$ cat src/rtl/rgbi_palette_pipe.sv
// rgbi_palette_pipe: RGBI palette (LUT or linear product) with internal pixel divider
// and blank/sync delayed to stay aligned with the colour output.
module rgbi_palette_pipe #(
  parameter int CH    = 3,
  parameter int CH_W  = 4,
  parameter int I_W   = 4,
  parameter int OUT_W = 8,
  parameter int DIV   = 8
) (
  input  logic                  clk_sys,
  input  logic                  reset_n,
  input  logic                  mode,
  input  logic [CH*CH_W-1:0]    pix_in,
  input  logic [I_W-1:0]        i_in,
  input  logic                  hblank_in,
  input  logic                  vblank_in,
  input  logic                  hs_in,
  input  logic                  vs_in,
  input  logic                  lut_wr,
  input  logic [CH_W+I_W-1:0]   lut_addr,
  input  logic [OUT_W-1:0]      lut_data,
  output logic                  lut_ready,
  output logic                  ce_pix,
  output logic [CH*OUT_W-1:0]   rgb_out,
  output logic                  hblank_out,
  output logic                  vblank_out,
  output logic                  hs_out,
  output logic                  vs_out
);
  localparam int AW = CH_W + I_W;
  localparam int CW = $clog2(DIV);
  localparam int KW = CH > 1 ? $clog2(CH) : 1;
  typedef enum logic [1:0] {IDLE, LOOK, COMMIT} st_t;
  st_t st_q, st_d;
  logic [CW-1:0] cnt_q, cnt_d;
  logic ce_q, ce_d;
  logic [KW-1:0] k_q, k_d;
  logic [CH*CH_W-1:0] pix_q, pix_d;
  logic [I_W-1:0] i_q, i_d;
  logic mode_q, mode_d;
  logic [3:0] tim_q, tim_d, tout_q, tout_d;
  logic [CH-1:0][OUT_W-1:0] stage_q, stage_d;
  logic [CH*OUT_W-1:0] rgb_q, rgb_d;
  logic pend_q, pend_d;
  logic [AW-1:0] paddr_q, paddr_d, waddr;
  logic [OUT_W-1:0] pdata_q, pdata_d, wdata, rd, prod, val;
  logic [OUT_W-1:0] lut_mem [2**AW];
  logic [CH_W-1:0] chan;
  logic acc, we, smp, last;
  always_comb begin
    cnt_d = cnt_q == CW'(DIV-1) ? '0 : cnt_q + 1'b1;
    ce_d = cnt_q == CW'(DIV-1);
    // a write accepted outside IDLE parks in the pending slot until the next IDLE cycle
    acc = lut_wr & ~pend_q;
    we = st_q == IDLE && (pend_q || acc);
    waddr = pend_q ? paddr_q : lut_addr;
    wdata = pend_q ? pdata_q : lut_data;
    pend_d = st_q != IDLE && (pend_q || acc);
    paddr_d = acc ? lut_addr : paddr_q;
    pdata_d = acc ? lut_data : pdata_q;
    chan = pix_q[k_q*CH_W +: CH_W];
    rd = lut_mem[{chan, i_q}];
    prod = (OUT_W'(chan) * OUT_W'(i_q)) << (OUT_W - AW);
    val = (i_q == '0 || tim_q[1:0] != '0) ? '0 : mode_q ? prod : rd;
    smp = st_q == IDLE && ce_q;
    last = st_q == LOOK && k_q == KW'(CH-1);
    st_d = smp ? LOOK : last ? COMMIT : st_q == COMMIT ? IDLE : st_q;
    k_d = smp ? '0 : st_q == LOOK ? k_q + 1'b1 : k_q;
    pix_d = smp ? pix_in : pix_q;
    i_d = smp ? i_in : i_q;
    mode_d = smp ? mode : mode_q;
    tim_d = smp ? {vs_in, hs_in, vblank_in, hblank_in} : tim_q;
    stage_d = stage_q;
    if (st_q == LOOK) stage_d[k_q] = val;
    // the last channel's read goes straight to the outputs so the update lands in COMMIT
    rgb_d = last ? stage_d : rgb_q;
    tout_d = last ? tim_q : tout_q;
  end
  always_ff @(posedge clk_sys) begin
    if (!reset_n) begin
      st_q <= IDLE;
      cnt_q <= '0;
      ce_q <= 1'b0;
      k_q <= '0;
      pix_q <= '0;
      i_q <= '0;
      mode_q <= 1'b0;
      tim_q <= '0;
      stage_q <= '0;
      rgb_q <= '0;
      tout_q <= 4'b0011;
      pend_q <= 1'b0;
      paddr_q <= '0;
      pdata_q <= '0;
    end else begin
      st_q <= st_d;
      cnt_q <= cnt_d;
      ce_q <= ce_d;
      k_q <= k_d;
      pix_q <= pix_d;
      i_q <= i_d;
      mode_q <= mode_d;
      tim_q <= tim_d;
      stage_q <= stage_d;
      rgb_q <= rgb_d;
      tout_q <= tout_d;
      pend_q <= pend_d;
      paddr_q <= paddr_d;
      pdata_q <= pdata_d;
    end
  end
  always_ff @(posedge clk_sys) if (we) lut_mem[waddr] <= wdata;
  assign lut_ready = ~pend_q;
  assign ce_pix = ce_q;
  assign rgb_out = rgb_q;
  assign {vs_out, hs_out, vblank_out, hblank_out} = tout_q;
endmodule
$ cat config.mk
export PLATFORM = sky130hd
export DESIGN_NAME = rgbi_palette_pipe
export DESIGN_NICKNAME = d
export VERILOG_FILES = /design/src/rtl/rgbi_palette_pipe.sv
export SDC_FILE = /design/constraint.sdc
export NUM_CORES = 2
export LEC_CHECK = 0
export CAP_MARGIN = 15
export CORE_ASPECT_RATIO = 1.1
export CORE_MARGIN = 2
export CORE_UTILIZATION = 63
export CTS_CLUSTER_DIAMETER = 200
export DETAILED_ROUTE_END_ITERATION = 12
export DONT_BUFFER_PORTS = 1
export PLACE_DENSITY_LB_ADDON = 0.15
export SLEW_MARGIN = 10
export SYNTH_ARGS = -nofsm -noshare
export SYNTH_HDL_FRONTEND = slang
export SYNTH_SLANG_ARGS = --single-unit
$ cat constraint.sdc
create_clock -name clk_sys -period 11.83 [get_ports clk_sys]
set_input_delay 2.366 -clock clk_sys [delete_from_list [all_inputs] [get_ports clk_sys]]
set_output_delay 2.366 -clock clk_sys [all_outputs]
set_load 0.01 [all_outputs]
==> results.ini <==
[floorplanning]
die-area_um2 = 136000
ios = 70
die_w_um = 352
initial_utilization_pct = 63.5
row_count = 140
die_h_um = 387
fp.coreArea_um2 = 132000

[synth]
synth_compound_area_share_pct = 2.64
synth-simple-area-share_pct = 3.80
ys_seq_elements = 2138
synthMuxAreaShare_pct = 16.2
synth-xor-area-share_pct = 0.0417
syn_avg_cell_area_um2 = 20.2
synthAdderAreaFrac_pct = 0.348
ys_types = 72
yosysMostFrequentCell = edfxtp_1
ys_seq_area_share_pct = 75.3
synthFlopType = edfxtp_1
synth_top_family_by_area = multiplexers
ys_warn_count = 0
async_flop_share_pct = 0
yosysTopAreaCell = edfxtp_1
ys_top_cells_by_area = edfxtp_1, mux4_2, dfxtp_1
synth_common_cells = edfxtp_1, mux4_2, nor2_1, nand2_1, clkbuf_1
synthCells = 4161
synth_top_cell_area_share_pct = 73.2
synth_edf_count = 2048
syn-num-nets = 4222
syn_area_um2 = 84100

[clocking]
clock-sinks = 2138
root_buffer = clkbuf_16
cts_buffer_depth = 3
ctsHoldBuffers = 0
clk_pin_slew_ps = 60
h-tree-depth = 4
postCtsSetupBuffers = 0
numCtsBuffers = 198
cts_tree = done
clk_latency_ps = 850
cts-resized-gates = 0

[worst_hold_path]
hp-class = flop to flop
worstHoldEndpoint = cnt_q[0]
min_path_cells = 1
hold_start = cnt_q[0]

[place]
gp_congestion = 0.879
place_area_um2 = 85900
port_buffers = 0
place_hpwl_mm = 127

[worst_setup_path]
path_max_fanout = 25
r2r_cells = 11
r2r_slack_ps = 5900
arrival_ps = 6620
critPathRequiredTime_ps = 12520
cp-end-kind = flop
critPathLaunch = k_q[0]
rr_startpoint = k_q[0]
start_kind = flop
critPathKind = flop to flop
worstReg2RegEnd = rgb_out[2]

[timing]
hold_slack_ps = 449
setup_viol = 0
clock_skew_ps = 31.8
fin_crit_sh_pct = 50.2
rsz0062_at_grt = no
setup-tns-final_ps = 0
slew_headroom_pct = 10.9
period_needed_ps = 5930
slew_viol_final = 0
worst_pin_slew_ps = 1300
fmax_mhz = 169
hold_viol_final = 0

[detailed_routing]
dr.first_iter.drc_count = 6457
drt-total-wl_mm = 215
wl_per_cell_um = 35.0
vias = 42600
ant_nets = 0
drc = 0
routed_via_density = 6.92
drt_pass1_iterations = 6

[global_routing]
overflow = 0
grt_start_max_net_pins = 126
antenna_found_initial = 5
grt_pass1_wl_mm = 309
grt_pass1_vias = 42100
grtUsageTotal_pct = 32.0

[finish]
syn_to_final_growth_pct = 9.94
drive_gt1_share_pct = 22.4
nets = 4256
fin_area_um2 = 92400

[outcome]
status = finished, final reports clean

[run]
cap_violations = 0

[power]
power_density_nw_per_um2 = 162
ir_drop_mv = 0.199
p_leak_nw = 27.8

==> per-layer routing <==
layer / vias to the layer above / GRT usage, % / share of wire, %
li1: 17100 / - / -
met1: 22300 / 45.8 / 37
met2: 2663 / 48.1 / 47
met3: 479 / 6.83 / 11
met4: 4 / 15.1 / 5.0
met5: - / 0 / 0.013
==> cell usage in the layout (no fill, tap or decap), types with 42 or more instances in the layout <==
cell	count
edfxtp_1	2048
mux4_2	550
nor2_1	305
nand2_1	262
clkbuf_16	204
mux2i_1	106
dfxtp_1	85
buf_4	78
nand3_1	60
clkinv_2	47
a21oi_1	44
clkinv_1	42
==> metrics by stage <==
stage                     worst slack [ps]  instances  util (%)  total power [mW]
after floorplan                       7090       4161         -              8.58
after global placement                6110       5770      64.8              8.68
after detailed placement              5940       5770      64.8              8.68
after CTS                             6110       6143      69.8              15.0
after global routing                  5850       6143      69.8              15.3
final                                 5900       6148      69.8              15.0
==> kinds of logic after synthesis <==
logic type | after synthesis
buf+inv | 261
flops | 2138
simple gates | 746
mux | 674
compound gates | 317
fa+ha+maj | 21
xor+xnor | 4
==> layout make-up <==
| type | instances | area, um^2 |
|---|---|---|
| Sequential cell | 2138 | 63300 |
| Timing Repair Buffer | 83 | 686 |
| Fill cell | 8013 | 40000 |
| Clock inverter | 135 | 1310 |
| Multi-Input combinational cell | 1762 | 19600 |
| Clock buffer | 238 | 5240 |
| Tap cell | 1775 | 2220 |
| Antenna cell | 5 | 12.5 |
| Inverter | 12 | 50.0 |
==> state kept, by name (all words and copies together) (netlist names), 2 cells and up <==
signal   flops
st_q         2
pix_q       12
stage_q     16
lut_mem   2048
k_q          2
cnt_q        3
i_q          4
tim_q        4
pdata_q      8
tout_q       4
rgb_out     24
paddr_q      8
==> worst max path at each step <==
stage | end | slack, ps
final | rgb_out[2] | 5900
after global routing | rgb_out[2] | 5850
after CTS | rgb_out[2] | 6110
after detailed placement | lut_mem[24][1] | 5940
after global placement | lut_mem[88][7] | 6110
after floorplan | lut_mem[0][0] | 7090
==> power breakdown <==
part	leakage, nW	switching [mW]	total (mW)	internal (mW)
Combinational	5.45	0.186	0.218	0.0319
Sequential	19.1	0.00619	8.31	8.30
Clock	3.21	2.77	6.45	3.68
==> worst max-delay path: stages, from the launching register on <==
cell and delay [ps]:
dfxtp_1 750, mux2i_1 700, o21a_2 640, buf_4 600, nor2_1 90, ha_1 320
ha_1 300, ha_1 260, o21ai_0 890, a2111oi_0 400, nor3_2 610, o221ai_1 210
Note: power is estimated with default switching activity, not from simulation.
